$ cat src/rtl/vga_timing.sv
// vga_timing: VGA raster generator. A programmable clock divider produces the
// pixel tick. Horizontal and vertical counters advance on that tick, and two
// phase FSMs decode hsync, vsync and bright. Every output is registered from
// next-state values, so sync, bright and the counters always describe the
// same pixel in the same cycle.
// Parameter limits: CLK_DIV in 1..16, every phase parameter >= 1, and both
// totals <= 2048.
module vga_timing #(
   parameter int unsigned CLK_DIV  = 2,
   parameter int unsigned H_ACTIVE = 640,
   parameter int unsigned H_FP     = 16,
   parameter int unsigned H_SYNC   = 96,
   parameter int unsigned H_BP     = 48,
   parameter int unsigned V_ACTIVE = 480,
   parameter int unsigned V_FP     = 10,
   parameter int unsigned V_SYNC   = 2,
   parameter int unsigned V_BP     = 33
) (
   input  logic        clock,
   input  logic        reset,
   output logic        hsync,
   output logic        vsync,
   output logic        bright,
   output logic [10:0] pxcount,
   output logic [10:0] linecount,
   output logic        pixel_tick,
   output logic        frame_start
);

   localparam int unsigned H_TOTAL = H_ACTIVE + H_FP + H_SYNC + H_BP;
   localparam int unsigned V_TOTAL = V_ACTIVE + V_FP + V_SYNC + V_BP;
   localparam int unsigned DIV_W   = (CLK_DIV > 1) ? $clog2(CLK_DIV) : 1;

   localparam logic [DIV_W-1:0] DIV_LAST = DIV_W'(CLK_DIV - 1);

   // Last count of each phase; a phase FSM leaves its state on that count.
   localparam logic [10:0] H_ACT_LAST  = 11'(H_ACTIVE - 1);
   localparam logic [10:0] H_FP_LAST   = 11'(H_ACTIVE + H_FP - 1);
   localparam logic [10:0] H_SYNC_LAST = 11'(H_ACTIVE + H_FP + H_SYNC - 1);
   localparam logic [10:0] H_LAST      = 11'(H_TOTAL - 1);
   localparam logic [10:0] V_ACT_LAST  = 11'(V_ACTIVE - 1);
   localparam logic [10:0] V_FP_LAST   = 11'(V_ACTIVE + V_FP - 1);
   localparam logic [10:0] V_SYNC_LAST = 11'(V_ACTIVE + V_FP + V_SYNC - 1);
   localparam logic [10:0] V_LAST      = 11'(V_TOTAL - 1);

   typedef enum logic [1:0] {HS_ACT, HS_FP, HS_SYNC, HS_BP} hstate_t;
   typedef enum logic [1:0] {VS_ACT, VS_FP, VS_SYNC, VS_BP} vstate_t;

   logic [DIV_W-1:0] div_q, div_d;
   logic [10:0]      px_q, px_d;
   logic [10:0]      ln_q, ln_d;
   hstate_t          hst_q, hst_d;
   vstate_t          vst_q, vst_d;
   logic             hsync_q, hsync_d;
   logic             vsync_q, vsync_d;
   logic             bright_q, bright_d;
   logic             ptick_q;
   logic             fstart_q, fstart_d;
   logic             tick;
   logic             line_adv;

   // State register: divider, counters, phase FSMs and registered outputs.
   // Reset parks the raster on the last pixel so the first tick opens a frame.
   always_ff @(posedge clock or posedge reset) begin
      if (reset) begin
         div_q    <= '0;
         px_q     <= H_LAST;
         ln_q     <= V_LAST;
         hst_q    <= HS_BP;
         vst_q    <= VS_BP;
         hsync_q  <= 1'b1;
         vsync_q  <= 1'b1;
         bright_q <= 1'b0;
         ptick_q  <= 1'b0;
         fstart_q <= 1'b0;
      end else begin
         div_q    <= div_d;
         px_q     <= px_d;
         ln_q     <= ln_d;
         hst_q    <= hst_d;
         vst_q    <= vst_d;
         hsync_q  <= hsync_d;
         vsync_q  <= vsync_d;
         bright_q <= bright_d;
         ptick_q  <= tick;
         fstart_q <= fstart_d;
      end
   end

   // Divider and raster counters; counters only move on the pixel tick.
   always_comb begin
      tick     = (div_q == DIV_LAST);
      div_d    = tick ? '0 : div_q + 1'b1;
      line_adv = tick && (px_q == H_LAST);
      px_d     = px_q;
      ln_d     = ln_q;
      if (tick) begin
         px_d = (px_q == H_LAST) ? '0 : px_q + 11'd1;
      end
      if (line_adv) begin
         ln_d = (ln_q == V_LAST) ? '0 : ln_q + 11'd1;
      end
      fstart_d = line_adv && (ln_q == V_LAST);
   end

   // Next-state logic for both phase FSMs.
   always_comb begin
      hst_d = hst_q;
      vst_d = vst_q;
      if (tick) begin
         case (hst_q)
            HS_ACT:  if (px_q == H_ACT_LAST)  hst_d = HS_FP;
            HS_FP:   if (px_q == H_FP_LAST)   hst_d = HS_SYNC;
            HS_SYNC: if (px_q == H_SYNC_LAST) hst_d = HS_BP;
            HS_BP:   if (px_q == H_LAST)      hst_d = HS_ACT;
            default: hst_d = HS_BP;
         endcase
      end
      if (line_adv) begin
         case (vst_q)
            VS_ACT:  if (ln_q == V_ACT_LAST)  vst_d = VS_FP;
            VS_FP:   if (ln_q == V_FP_LAST)   vst_d = VS_SYNC;
            VS_SYNC: if (ln_q == V_SYNC_LAST) vst_d = VS_BP;
            VS_BP:   if (ln_q == V_LAST)      vst_d = VS_ACT;
            default: vst_d = VS_BP;
         endcase
      end
   end

   // Output decode from next state, so outputs line up with the new counters.
   always_comb begin
      hsync_d  = (hst_d != HS_SYNC);
      vsync_d  = (vst_d != VS_SYNC);
      bright_d = (hst_d == HS_ACT) && (vst_d == VS_ACT);
   end

   assign hsync       = hsync_q;
   assign vsync       = vsync_q;
   assign bright      = bright_q;
   assign pxcount     = px_q;
   assign linecount   = ln_q;
   assign pixel_tick  = ptick_q;
   assign frame_start = fstart_q;

endmodule

$ cat config.mk
export PLATFORM = sky130hd
export DESIGN_NAME = vga_timing
export DESIGN_NICKNAME = d
export VERILOG_FILES = /design/src/rtl/vga_timing.sv
export SDC_FILE = /design/constraint.sdc
export NUM_CORES = 1
export LEC_CHECK = 0
export CORE_ASPECT_RATIO = 1.1
export CORE_MARGIN = 4
export CORE_UTILIZATION = 40
export DETAILED_ROUTE_END_ITERATION = 8
export HOLD_SLACK_MARGIN = 0.12
export PLACE_DENSITY = 0.68
export SYNTH_ARGS = -nofsm -noshare
export SYNTH_HDL_FRONTEND = slang
export SYNTH_SLANG_ARGS = --single-unit
$ cat constraint.sdc
create_clock -name clock -period 2.12 [get_ports clock]
set_input_delay 0.424 -clock clock [delete_from_list [all_inputs] [get_ports clock]]
set_output_delay 0.424 -clock clock [all_outputs]
set_load 0.1 [all_outputs]
== Yosys cells after proc, flatten, opt, wreduce, memory -nomap -nowiden ==
Cells that the tools add are included.

* Register bits after elaboration: 32
* Bits in latches: 0
* RAM bits: 0
* Memory bits (read-only): 0
* Output and inout port bits: 27
* Word-level logic and storage cells: 51
* Memories: 0

* Add/sub/neg operators: 3
* $mul: 0
* Divide/modulo/power cells: 0
* Order comparisons: 0
* Equality and inequality tests: 16
* Shifts and indexed selects: 0
* Muxes and demuxes: 15
* Bitwise gates (word level): 0
* Reductions and logical operators: 7

{| class="wikitable"
|+ Operator list
! kind !! count
|-
| $eq A11 B10 Y1 const B || 5
|-
| $eq A11 B9 Y1 const B || 3
|-
| $add A11 B1 Y11 const B || 2
|-
| $mux W11 || 2
|-
| $mux W2 || 10
|-
| $pmux W2 S4 || 2
|-
| $eq A2 B2 Y1 const B || 4
|-
| $logic_not A2 Y1 || 4
|-
| $eq A2 B1 Y1 const B || 2
|-
| $ne A2 B2 Y1 const B || 2
|-
| $logic_and A1 B1 Y1 || 3
|-
| $add A1 B1 Y1 const B || 1
|-
| $mux W1 || 1
|}

== Logic depth before layout (Yosys ltp) ==
* Depth after elaboration: 6
* Depth in mapped cells: 9
* Depth with buffers taken out: 7

== Least setup slack after synthesis ==
Ideal clock, no wire load.

* Path type: register -> register
* From: register px_q[0], in the netlist pxcount[0]
* To: register ln_q[7], in the netlist linecount[7]
* Library setup time: 160 ps
* Arrival time: 2208 ps
* Required time: 1960 ps
* Slack: -248 ps
* Stages on the path, launching flop included: 9
* Path buffers: 2
* Path through: dfstp_2 > ha_1 > and3_1 > buf_2 > and4_1 > buf_6 > and4_1 > nand3_1 > xnor2_1

* Word-level cells in the longest chain between the ends: 2

{| class="wikitable"
|+ RTL lines
! what !! line !! source
|-
| start: declaration || 50 || <nowiki>logic [10:0] px_q, px_d;</nowiki>
|-
| start signal: assignment || 78 || <nowiki>px_q <= px_d;</nowiki>
|-
| $eq A11 B10 Y1 || 94 || <nowiki>line_adv = tick && (px_q == H_LAST);</nowiki>
|-
| $logic_and A1 B1 Y1 || 94 ||
|-
| end signal: assignment || 79 || <nowiki>ln_q <= ln_d;</nowiki>
|-
| end: declaration || 51 || <nowiki>logic [10:0] ln_q, ln_d;</nowiki>
|}

No other way between the ends.
A chain may end at the register's enable or synchronous reset.

== Worst setup path after layout ==
* From: register px_q[1], in the netlist pxcount[1]
* To: register bright_q, in the netlist bright

{| class="wikitable"
|+ RTL lines
! what !! line !! source
|-
| $eq A11 B10 Y1 || 94 ||
|-
| $logic_and A1 B1 Y1 || 94 ||
|-
| $mux W2 || 119 || <nowiki>if (line_adv) begin</nowiki>
|-
| net vst_d[0] || 53 || <nowiki>vstate_t vst_q, vst_d;</nowiki>
|-
| $logic_not A2 Y1 || 134 || <nowiki>bright_d = (hst_d == HS_ACT) && (vst_d == VS_ACT);</nowiki>
|-
| $logic_and A1 B1 Y1 || 134 ||
|-
| net bright_d || 56 || <nowiki>logic bright_q, bright_d;</nowiki>
|-
| end signal: assignment || 84 || <nowiki>bright_q <= bright_d;</nowiki>
|-
| end: declaration || 56 ||
|}

The timed path passes the listed nets, and every way through them passes these cells.

==> results.tsv <==
stage	metric	value	unit
power_and_ir_drop	powerDensity	501	mW/mm²
place	dp.cells	237	
logic_synthesis	synthTopCellsByArea	dfstp_2 26%, dfrtp_1 24%, xnor2_1 4.3%	
routing	ant_nets	0	
sta	worstMarginPinSlew	0.554	ns
global_route	grt_overflow	0	
power_and_ir_drop	leakage	0.912	nW
logic_synthesis	ys_seq_elements	32	
layout	nets	198	
setup_path	rr_endpoint	bright	
layout	fill_cells	368	
routing	via_count	1278	
min_path	whs_path_depth	1	
global_route	grt_start_max_net_pins	33	
setup_path	max_stage_delay	0.66	ns
layout	final_util	55.1	%
min_path	whs_endpoint	linecount[10]	
sta	timing.final.hold_violations	0	
setup_path	rr_worst_depth	6	
setup_path	crit_slowest_cell	dfstp_4	
clock_tree	numCtsBuffers	5	
setup_path	worst-path-buf-inv	0	
floorplanning	fp.coreArea	0.00396	mm²
clock_tree	cts_num_sinks	32	
sta	max_freq	492	MHz
place	routabilityCongestion	0.825	
routing	viasPerCell	5.22	
setup_path	ff2ff_setup_slack	0.09	ns
floorplanning	die_y	75.1	µm
floorplanning	floorplan.initialDensity	41.4	%
logic_synthesis	synth_flop_cell	dfstp_2	
logic_synthesis	yosysWarningCount	0	
layout	multi_input_area	777	µm²
routing	first_pass_iters	4	
logic_synthesis	syn_inst	156	
routing	drcViolationCount	0	
logic_synthesis	avgSynthCellArea	10.5	µm²
setup_path	crit_path_max_fanout	7	
global_route	grt_pass1_vias	1308	
logic_synthesis	yosys.cell_types.count	44	
clock_tree	cts_max_path_buffers	2	
power_and_ir_drop	vdd_drop_max	367	µV
logic_synthesis	syn_nets	162	
logic_synthesis	synth_edf_count	0	
min_path	hp-start	linecount[10]	
clock_tree	cts_tree	done	
floorplanning	row_count	24	
clock_tree	post_cts_buffers	0	
setup_path	start_kind	register	
layout	drive_gt1_share	40.9	%
global_route	antenna_found_initial	0	
job	cap_violations	0	
layout	regArea	845	µm²
global_route	grt_usage	14.2	%
min_path	hp-class	reg -> reg	
sta	finalCriticalPeriod	2.03	ns
setup_path	r2r_start	pxcount[1]	
layout	fin_cells	245	
setup_path	critical_path.cell_chain	ha_4 > and3_1 > and3_2 > nand2_1 > o31a_1 > nor4_2	
routing	wire_per_inst	14.0	µm
sta	skew	0.00349	ns
floorplanning	die_w	69.0	µm
logic_synthesis	netlist_top_cells_count	16 x dfrtp_1, 16 x dfstp_2, 15 x nand2_1	
layout	syn_to_final_growth	33.3	%
floorplanning	ios	29	
place	place_area	0.00209	mm²
setup_path	critPathRequiredTime	2.31	ns
setup_path	cp-end-kind	register	
routing	initialDrtViolationCount	70	
clock_tree	root_buffer	clkbuf_8	
clock_tree	clk_pin_slew	0.06	ns
sta	timing.final.crit_share	95.9	%
sta	maxSlewViolCount	0	
layout	stdcell_area	0.00218	mm²
logic_synthesis	synth.cell_area	0.00164	mm²
global_route	grt_pass1_wl	5.89	mm
sta	rsz0062_at_grt	no	
logic_synthesis	yosysSeqAreaShare	50.1	%
sta	slew_headroom	62.7	%
place	portBuffers	28	
sta	setup_viol	0	
clock_tree	htreeDepth	2	
place	hpwl	2.58	mm
setup_path	crit_family	simple AND/OR/NAND/NOR gates	
run_status	status	finished clean	
layout	antennaDiodeCount	0	
logic_synthesis	yosys.area.top_type	dfstp_2	
logic_synthesis	yosys.area.top_type_share	25.6	%
floorplanning	die_area	0.00519	mm²
setup_path	path_class	reg -> reg	
routing	wl	3.42	mm
logic_synthesis	synthArstFlopShare	100	%
setup_path	arrival	2.22	ns
clock_tree	clk_latency	0.28	ns
## how the worst max path moves through the flow
stage | startpoint | endpoint | slack, ns | depth (start not counted)
after global routing | pxcount[0] | bright | 0.01 | 6
after CTS | pxcount[1] | bright | 0.05 | 6
after detailed placement | pxcount[1] | linecount[7] | 0.07 | 6
final | pxcount[1] | bright | 0.09 | 6
after global placement | pxcount[1] | linecount[7] | 0.13 | 6
after floorplan | pxcount[0] | linecount[7] | -0.04 | 8
## report_power, final
group | switching, mW | internal (mW)
clock network | 0.210 | 0.258
registers | 0 | 0.612
logic | 0.0112 | 0.00295
## metal layers
metal / wire, µm / GRT usage [%] / vias to the layer above
met3: 169 / 5.07 / 5
li1: - / - / 622
met5: 0 / 0 / -
met1: 1420 / 15.4 / 626
met2: 1780 / 26.1 / 25
met4: 50 / 5.21 / 0
## repair_timing
item	in CTS	in global routing
hold buffers	0	0
gates resized for setup	0	1
setup endpoints to repair	0	5
## state kept, by name (all words and copies together), names as in the netlist
name / count
linecount: 11
pxcount: 11
hst_q: 2
vst_q: 2
bright: 1
div_q: 1
frame_start: 1
hsync: 1
pixel_tick: 1
vsync: 1
## cells by family (layout without fill, tap and decap cells)
family | after synthesis | in the layout | share of synthesized area [%]
adder cells (fa/ha/maj) | 4 | 4 | 3.05
XOR/XNOR | 14 | 14 | 7.48
buffers and inverters | 12 | 49 | 3.82
AND/OR/NAND/NOR | 70 | 70 | 25.9
flip-flops | 32 | 32 | 50.1
AO/OA/AOI/OAI | 22 | 22 | 8.47
multiplexers | 2 | 2 | 1.22
## placed cells by master, fill, tap and decap left out, types with 3 or more instances in the layout
| cell type | instances |
|---|---|
| nand2_1 | 15 |
| nand2b_1 | 4 |
| nor2b_1 | 3 |
| dfstp_2 | 13 |
| nand3_1 | 6 |
| buf_12 | 10 |
| a21oi_1 | 3 |
| and3_1 | 3 |
| inv_1 | 8 |
| nand4_1 | 5 |
| clkbuf_8 | 6 |
| dfstp_4 | 3 |
| xnor2_1 | 8 |
| dfrtp_1 | 6 |
| nor4bb_1 | 3 |
| buf_4 | 22 |
| nor2_1 | 12 |
| ha_1 | 3 |
| xor2_1 | 6 |
| dfrtp_2 | 10 |
| o21ai_0 | 8 |
## metrics by stage
| step | hold WS, ns | power [mW] | setup WS, ns | setup TNS [ns] |
|---|---|---|---|---|
| floorplan | 0.479 | 0.631 | -0.0364 | -0.0364 |
| global placement | 0.484 | 0.637 | 0.135 | 0 |
| detailed placement | 0.496 | 0.637 | 0.0743 | 0 |
| CTS | 0.509 | 1.12 | 0.0545 | 0 |
| global route | 0.537 | 1.14 | 0.0139 | 0 |
| finish | 0.510 | 1.09 | 0.0864 | 0 |
## cell type report
type,instances,share of cell area (%)
Sequential cell,32,38.7
Multi-Input combinational cell,112,35.6
Timing Repair Buffer,33,17.2
Clock buffer,6,3.78
Tap cell,52,2.98
Inverter,8,1.37
Clock inverter,2,0.458
Power figures use the tool's default switching activity.
